--- src/rtl/fetch_unit.sv ---
// Instruction fetch stage: requests one word per PC, holds it for the control
// stage until exec_done, then advances to the PC the control stage supplies.
module fetch_unit #(
    parameter logic [31:0] RESET_PC       = 32'h0000_0000,
    parameter int unsigned TIMEOUT_CYCLES = 255
) (
    input  logic        clk,
    input  logic        nrst,
    output logic        imem_req_out,
    output logic [31:0] imem_addr_out,
    input  logic        imem_ack_in,
    input  logic [31:0] imem_data_in,
    output logic [31:0] pc_out,
    output logic [31:0] instr_out,
    output logic        instr_valid_out,
    input  logic [31:0] pc_next_in,
    input  logic        exec_done_in,
    output logic        misalign_out,
    output logic        bus_err_out,
    output logic [31:0] instret_out
);

    localparam logic [1:0] S_IDLE = 2'd0;
    localparam logic [1:0] S_REQ  = 2'd1;
    localparam logic [1:0] S_EXEC = 2'd2;
    localparam logic [1:0] S_TRAP = 2'd3;

    // Value the wait counter holds during the last permitted request cycle.
    localparam logic [7:0] WAIT_LAST = 8'(TIMEOUT_CYCLES - 1);

    logic [1:0] state;
    logic [7:0] wait_cnt;

    assign imem_addr_out = pc_out;

    // imem_req_out is registered alongside state so it is high exactly in S_REQ.
    always_ff @(posedge clk or negedge nrst) begin
        if (!nrst) begin
            state           <= S_IDLE;
            pc_out          <= RESET_PC;
            instr_out       <= '0;
            instr_valid_out <= 1'b0;
            imem_req_out    <= 1'b0;
            misalign_out    <= 1'b0;
            bus_err_out     <= 1'b0;
            instret_out     <= '0;
            wait_cnt        <= '0;
        end else begin
            case (state)
                S_IDLE: begin
                    state        <= S_REQ;
                    imem_req_out <= 1'b1;
                    wait_cnt     <= '0;
                end
                S_REQ: begin
                    if (imem_ack_in) begin
                        instr_out       <= imem_data_in;
                        instr_valid_out <= 1'b1;
                        imem_req_out    <= 1'b0;
                        state           <= S_EXEC;
                    end else if (wait_cnt == WAIT_LAST) begin
                        bus_err_out  <= 1'b1;
                        imem_req_out <= 1'b0;
                        state        <= S_TRAP;
                    end else begin
                        wait_cnt <= wait_cnt + 8'd1;
                    end
                end
                S_EXEC: begin
                    if (exec_done_in) begin
                        instr_valid_out <= 1'b0;
                        if (pc_next_in[1:0] == 2'b00) begin
                            pc_out       <= pc_next_in;
                            instret_out  <= instret_out + 32'd1;
                            imem_req_out <= 1'b1;
                            wait_cnt     <= '0;
                            state        <= S_REQ;
                        end else begin
                            misalign_out <= 1'b1;
                            state        <= S_TRAP;
                        end
                    end
                end
                default: begin
                    state <= S_TRAP;
                end
            endcase
        end
    end

endmodule

--- config.mk ---
export PLATFORM = sky130hd
export DESIGN_NAME = fetch_unit
export DESIGN_NICKNAME = d
export VERILOG_FILES = /design/src/rtl/fetch_unit.sv
export SDC_FILE = /design/constraint.sdc
export NUM_CORES = 1
export LEC_CHECK = 0
export BUFFER_PORTS_ARGS = -buffer_cell sky130_fd_sc_hd__buf_2
export CAP_MARGIN = 5
export CORE_ASPECT_RATIO = 0.6
export CORE_UTILIZATION = 48
export DETAILED_ROUTE_END_ITERATION = 8
export GPL_TIMING_DRIVEN = 0
export PLACE_DENSITY = 0.8
export SLEW_MARGIN = 5
export SYNTH_ARGS = -nofsm -noshare
export SYNTH_HDL_FRONTEND = slang
export SYNTH_SLANG_ARGS = --single-unit
--- constraint.sdc ---
create_clock -name clk -period 1.95 [get_ports clk]
set_input_delay 0.2925 -clock clk [delete_from_list [all_inputs] [get_ports clk]]
set_output_delay 0.2925 -clock clk [all_outputs]
set_load 0.02 [all_outputs]
[Word-level counts from Yosys, hierarchy flattened]
Cells that the tools add are included.
Operators by class
  add/sub/neg operators: 2
  $mul: 0
  div/mod/pow operators: 0
  order comparisons: 0
  equal/unequal tests: 9
  shift operators: 0
  muxes and demuxes: 18
  bitwise logic cells: 2
  reductions and logical operators: 12
Operator list (number)
  $add A32 B1 Y32 const B: 1
  $mux W8: 4
  $pmux W8 S3: 1
  $reduce_and A3 Y1: 4
  $ne A2 B2 Y1 const B: 5
  $add A8 B1 Y8 const B: 1
  $eq A8 B8 Y1 const B: 1
  $mux W2: 4
  $mux W1: 6
  $pmux W2 S3: 1
  $reduce_and A5 Y1: 1
  $logic_not A2 Y1: 2
  $reduce_and A2 Y1: 2
  $reduce_and A4 Y1: 1
  $ne A3 B3 Y1 const B: 1
  $pmux W1 S3: 1
  $reduce_bool A3 Y1: 1
  $eq A2 B1 Y1 const B: 1
  $eq A2 B2 Y1 const B: 1
  $not A1 Y1: 2
  $pmux W1 S2: 1
  $reduce_bool A2 Y1: 1
Word-level totals
  flip-flop bits (word level): 110
  latch bits: 0
  memory bits (writable): 0
  memory bits (read-only): 0
  output and inout port bits: 132
  logic and storage cells: 52
  memories kept: 0

[Longest topological paths before layout]
  depth after elaboration: 4
  depth in mapped cells: 7
  depth with buffers taken out: 7

[Worst setup path after synthesis]
OpenSTA, ideal clock, no wires.
  kind: input to register
  from: in pc_next_in[1]
  to: reg pc_out[10], in the netlist imem_addr_out[10]
  data arrival time: 1627 ps
  setup slack: 198 ps
  stages: 5
  buffers on the path: 2
  path through: or3b_1 or3b_1 buf_6 buf_12 mux2_4
On the way
  word-level cells in the longest chain between the ends: 2
Ends and longest elaborated chain
  start, declared: line 16  | input logic [31:0] pc_next_in,
  $logic_not A2 Y1: line 72  | if (pc_next_in[1:0] == 2'b00) begin
  $reduce_and A3 Y1 (no source line)
  end signal, assigned: line 73  | pc_out <= pc_next_in;
  end, declared: line 13  | output logic [31:0] pc_out,
Every way passes these cells.
A chain may end at the register's enable or synchronous reset.

[Worst setup path after layout]
  from: reg state[0]
  to: reg instret_out[9]
On the way
  word-level cells in the longest chain between the ends: 2
Ends and longest elaborated chain
  start, declared: line 31  | logic [1:0] state;
  start signal, assigned: line 39  | state <= S_IDLE;
  start signal, assigned: line 51  | state <= S_REQ;
  start signal, assigned: line 60  | state <= S_EXEC;
  $eq A2 B2 Y1: line 49  | case (state)
  $reduce_and A3 Y1 (no source line)
  end signal, assigned: line 74  | instret_out <= instret_out + 32'd1;
  end, declared: line 20  | output logic [31:0] instret_out
Every way passes these cells.

==> summary.log <==
INFO  sta            final-hold-violation-count=9
INFO  sta            finish_stage_setup_viols=0
INFO  floorplanning  die_w=132microns
INFO  sta            max_slew.worst_pin.slew=0.693ns
INFO  global_routing grt.met2_usage=0.369
INFO  synthesis      sequential_fraction_of_the_synthesis_area=0.563
INFO  worst_setup_path crit_path_top_delay_cell=sky130_fd_sc_hd__or4_1
INFO  global_routing grt_start_max_net_pins=59
INFO  sta            fmax=0.547GHz
INFO  power          power.density_cell_area=946nW/um^2
INFO  synthesis      synth_cell_types=45
INFO  placed_design  dp.final_hpwl=8.73mm
INFO  floorplanning  height_of_the_die=80.2microns
INFO  floorplanning  design.portCount=200
INFO  synthesis      asyncSetResetFlopFracSynth=1.00
INFO  run_status     outcome=complete, but fails checks
INFO  run            max_cap_violations=0
INFO  finish         post-route-util=0.653
INFO  synthesis      synth.area.top_cells=sky130_fd_sc_hd__dfrtp_1 (56%), sky130_fd_sc_hd__mux2_2 (8.3%), sky130_fd_sc_hd__mux2_4 (8.3%), sky130_fd_sc_hd__xnor2_1 (5.2%), sky130_fd_sc_hd__buf_4 (4.9%)
INFO  global_routing first_global_vias=3497
INFO  synthesis      synth-edff-count=0
INFO  floorplanning  rows=28
INFO  global_routing antenna_found_initial=0
INFO  global_routing gr-usage-met3=0.0562
INFO  clocking       clock_tree_from_tritoncts=built
INFO  finish         layout-drive-gt1-share=0.564
INFO  route          detailedRoute.firstPassIterationCount=4
INFO  synthesis      synth.cells.most_frequent=sky130_fd_sc_hd__dfrtp_1 (110), sky130_fd_sc_hd__mux2_2 (36), sky130_fd_sc_hd__buf_4 (32), sky130_fd_sc_hd__xnor2_1 (29), sky130_fd_sc_hd__mux2_4 (27)
INFO  synthesis      syn-mean-instance-area=13.3squm
INFO  synthesis      post-synth-top-count-cell=sky130_fd_sc_hd__dfrtp_1
INFO  route          via_per_inst=4.95
INFO  route          final_routed_drc_violation_total=0
INFO  clocking       cts_root_buffer=sky130_fd_sc_hd__clkbuf_16
INFO  power          ir_drop=659uV
INFO  finish         fin_nets=653
INFO  synthesis      syn-instance-count=368
INFO  synthesis      synth_warnings=0
INFO  floorplanning  core_area=9880squm
INFO  floorplanning  die_area=10600squm
INFO  global_routing grt-ovfl-total=0
INFO  synthesis      number_of_storage_elements_in_the_synthesis_netlist=110
INFO  worst_setup_path worst_path_largest_cell_delay=0.55ns
INFO  clocking       path_clk_slew=0.07ns
INFO  global_routing groute.layer.met1.usage=0.289
INFO  sta            rsz_0062_raised_after_global_routing=false
INFO  sta            post_route_hold_slack=-0.00259ns
INFO  placed_design  numPortBuffers=199
INFO  power          p_leak=3.59nW
INFO  floorplanning  floorplan.initialDensity=0.495
INFO  route          wirelength_per_cell=15.9microns
INFO  clocking       clock_latency=0.34ns
INFO  worst_setup_path crit_fanout=9
INFO  sta            slew_headroom=0.538
INFO  sta            clock-skew-final=0.00598ns
INFO  worst_setup_path timing.critical_path.from_type=flip-flop
INFO  worst_setup_path worst_setup_path_end_kind=flip-flop
INFO  worst_setup_path timing.critical_path.arrival=2.09ns
INFO  worst_setup_path worstPathRequired=2.21ns
INFO  clocking       tritoncts.num_buffers=9
INFO  route          antenna_violating_nets_post_route=0
INFO  route          final_wirelength=11.5mm
INFO  synthesis      synth_top_cell_area_share=0.563
INFO  worst_setup_path worstSetupStartpoint=state[0]
INFO  sta            setup_tns=0ns
INFO  worst_setup_path start_to_end_type_of_the_worst_setup_path=reg -> reg
INFO  global_routing grt_util_all_layers=0.221
INFO  sta            finalCritPeriodShare=0.938
INFO  clocking       cts-root-to-sink-buffers=2
INFO  worst_setup_path regToRegSetupSlack=0.12ns
INFO  route          routed-via-count=3574
INFO  route          drt_iter0_drc=164
INFO  worst_hold_path worst_hold_path_type=in -> async
INFO  sta            finalWorstPathRequiredPeriod=1.83ns
INFO  global_routing grt_pass1_wl=18.2mm
INFO  synthesis      syn_area=4890squm
INFO  synthesis      synthFlopType=sky130_fd_sc_hd__dfrtp_1
INFO  synthesis      yosysTopAreaCell=sky130_fd_sc_hd__dfrtp_1
INFO  clocking       cts.sink_count=110
INFO  clocking       ctsHtreeMaxLevel=3
INFO  worst_setup_path regToRegStartpoint=state[0]
INFO  clocking       holdBufCountCts=0
INFO  worst_setup_path crit_path_cell_trace=nand3b_1 > buf_4 > or4_1 > nor2_1 > xor2_1
INFO  placed_design  gp_congestion=0.885
INFO  run_status     failed_checks=negative hold slack
INFO  finish         area_growth=32.0%
INFO  global_routing grt-busiest-layer=met2
INFO  finish         insertedDiodeCount=0
INFO  sta            timing_max_transition_violations_final=0
INFO  synthesis      syn_nets=439
==> sequential cells by signal (all words and copies together), names as in the netlist <==
name / cells
wait_cnt: 8
instr_out: 32
imem_req_out: 1
bus_err_out: 1
misalign_out: 1
instr_valid_out: 1
state: 2
instret_out: 32
imem_addr_out: 32
==> per-stage QoR <==
| stage | worst slack [ns] | power (mW) | instances | cell area (sq um) |
|---|---|---|---|---|
| after floorplan | 0.198 | 3.75 | 368 | 4890 |
| after global placement | -0.588 | 4.30 | 702 | 6050 |
| after detailed placement | -0.198 | 4.38 | 703 | 6080 |
| after CTS | 0.0247 | 6.18 | 719 | 6390 |
| after global routing | 0.00756 | 6.38 | 722 | 6460 |
| final | 0.121 | 6.11 | 722 | 6460 |
==> worst paths after layout <==
kind	to	depth (start not counted)
worst max-delay path	instret_out[9]	5
worst min-delay path	instret_out[20]	1
worst max register to register	instret_out[9]	5
worst min register to register	bus_err_out	1
max in group asynchronous	instr_out[19]	2
min in group clk	imem_addr_out[7]	2
==> cells by family after synthesis <==
logic type / after synthesis / share of synthesized area
flip-flops: 110 / 0.563
AND/OR/NAND/NOR: 82 / 0.0965
multiplexers: 63 / 0.166
buffers and inverters: 53 / 0.0760
XOR/XNOR: 32 / 0.0573
AO/OA/AOI/OAI: 25 / 0.0338
adder cells (fa/ha/maj): 3 / 0.00768
==> cell usage in the layout (no fill, tap or decap), types with 3 or more instances in the layout <==
cell,instances
sky130_fd_sc_hd__buf_2,199
sky130_fd_sc_hd__dfrtp_1,110
sky130_fd_sc_hd__buf_4,37
sky130_fd_sc_hd__mux2_2,36
sky130_fd_sc_hd__xnor2_1,29
sky130_fd_sc_hd__mux2_4,27
sky130_fd_sc_hd__nand3_1,15
sky130_fd_sc_hd__nand2_1,13
sky130_fd_sc_hd__nand4_1,13
sky130_fd_sc_hd__inv_1,9
sky130_fd_sc_hd__clkbuf_16,9
sky130_fd_sc_hd__nor2_1,8
sky130_fd_sc_hd__and3_1,7
sky130_fd_sc_hd__clkbuf_2,6
sky130_fd_sc_hd__o21ai_0,6
sky130_fd_sc_hd__and4_1,5
sky130_fd_sc_hd__and2_1,3
sky130_fd_sc_hd__nand4b_1,3
sky130_fd_sc_hd__xor2_1,3
sky130_fd_sc_hd__a31oi_1,3
sky130_fd_sc_hd__a21oi_1,3
sky130_fd_sc_hd__ha_1,3
==> critical path: cells and delay by family (launching register included) <==
kind / cells / cell delay [ns]
simple gates: 3 / 0.95
flops: 1 / 0.46
buf+inv: 1 / 0.19
xor+xnor: 1 / 0.15
==> what timing repair did <==
action                     in CTS  in global routing
resized for setup               4                 17
setup endpoints to repair      20                 56
setup buffers                   0                  3
pin swaps                       0                  3
==> area by class of cell <==
| type | instances | area (sq um) |
|---|---|---|
| Fill cell | 781 | 3420 |
| Inverter | 9 | 33.8 |
| Multi-Input combinational cell | 205 | 1810 |
| Timing Repair Buffer | 203 | 1050 |
| Clock buffer | 11 | 233 |
| Tap cell | 135 | 169 |
| Buffer | 44 | 349 |
| Clock inverter | 5 | 60.1 |
| Sequential cell | 110 | 2750 |
==> per-layer routing <==
layer / vias to the layer above / share of wire
met3: 12 / 0.053
met2: 104 / 0.50
met4: 0 / 0.0078
met5: - / 0
met1: 1775 / 0.44
li1: 1683 / -
==> where the power goes <==
| part | internal [mW] | total [mW] | leakage, nW | switching [mW] |
|---|---|---|---|---|
| sequential | 2.61 | 2.82 | 1.45 | 0.216 |
| clock | 0.999 | 1.78 | 0.140 | 0.782 |
| combinational | 0.660 | 1.50 | 2.01 | 0.842 |
| total | 4.27 | 6.11 | 3.59 | 1.84 |
Power figures use the tool's default switching activity.
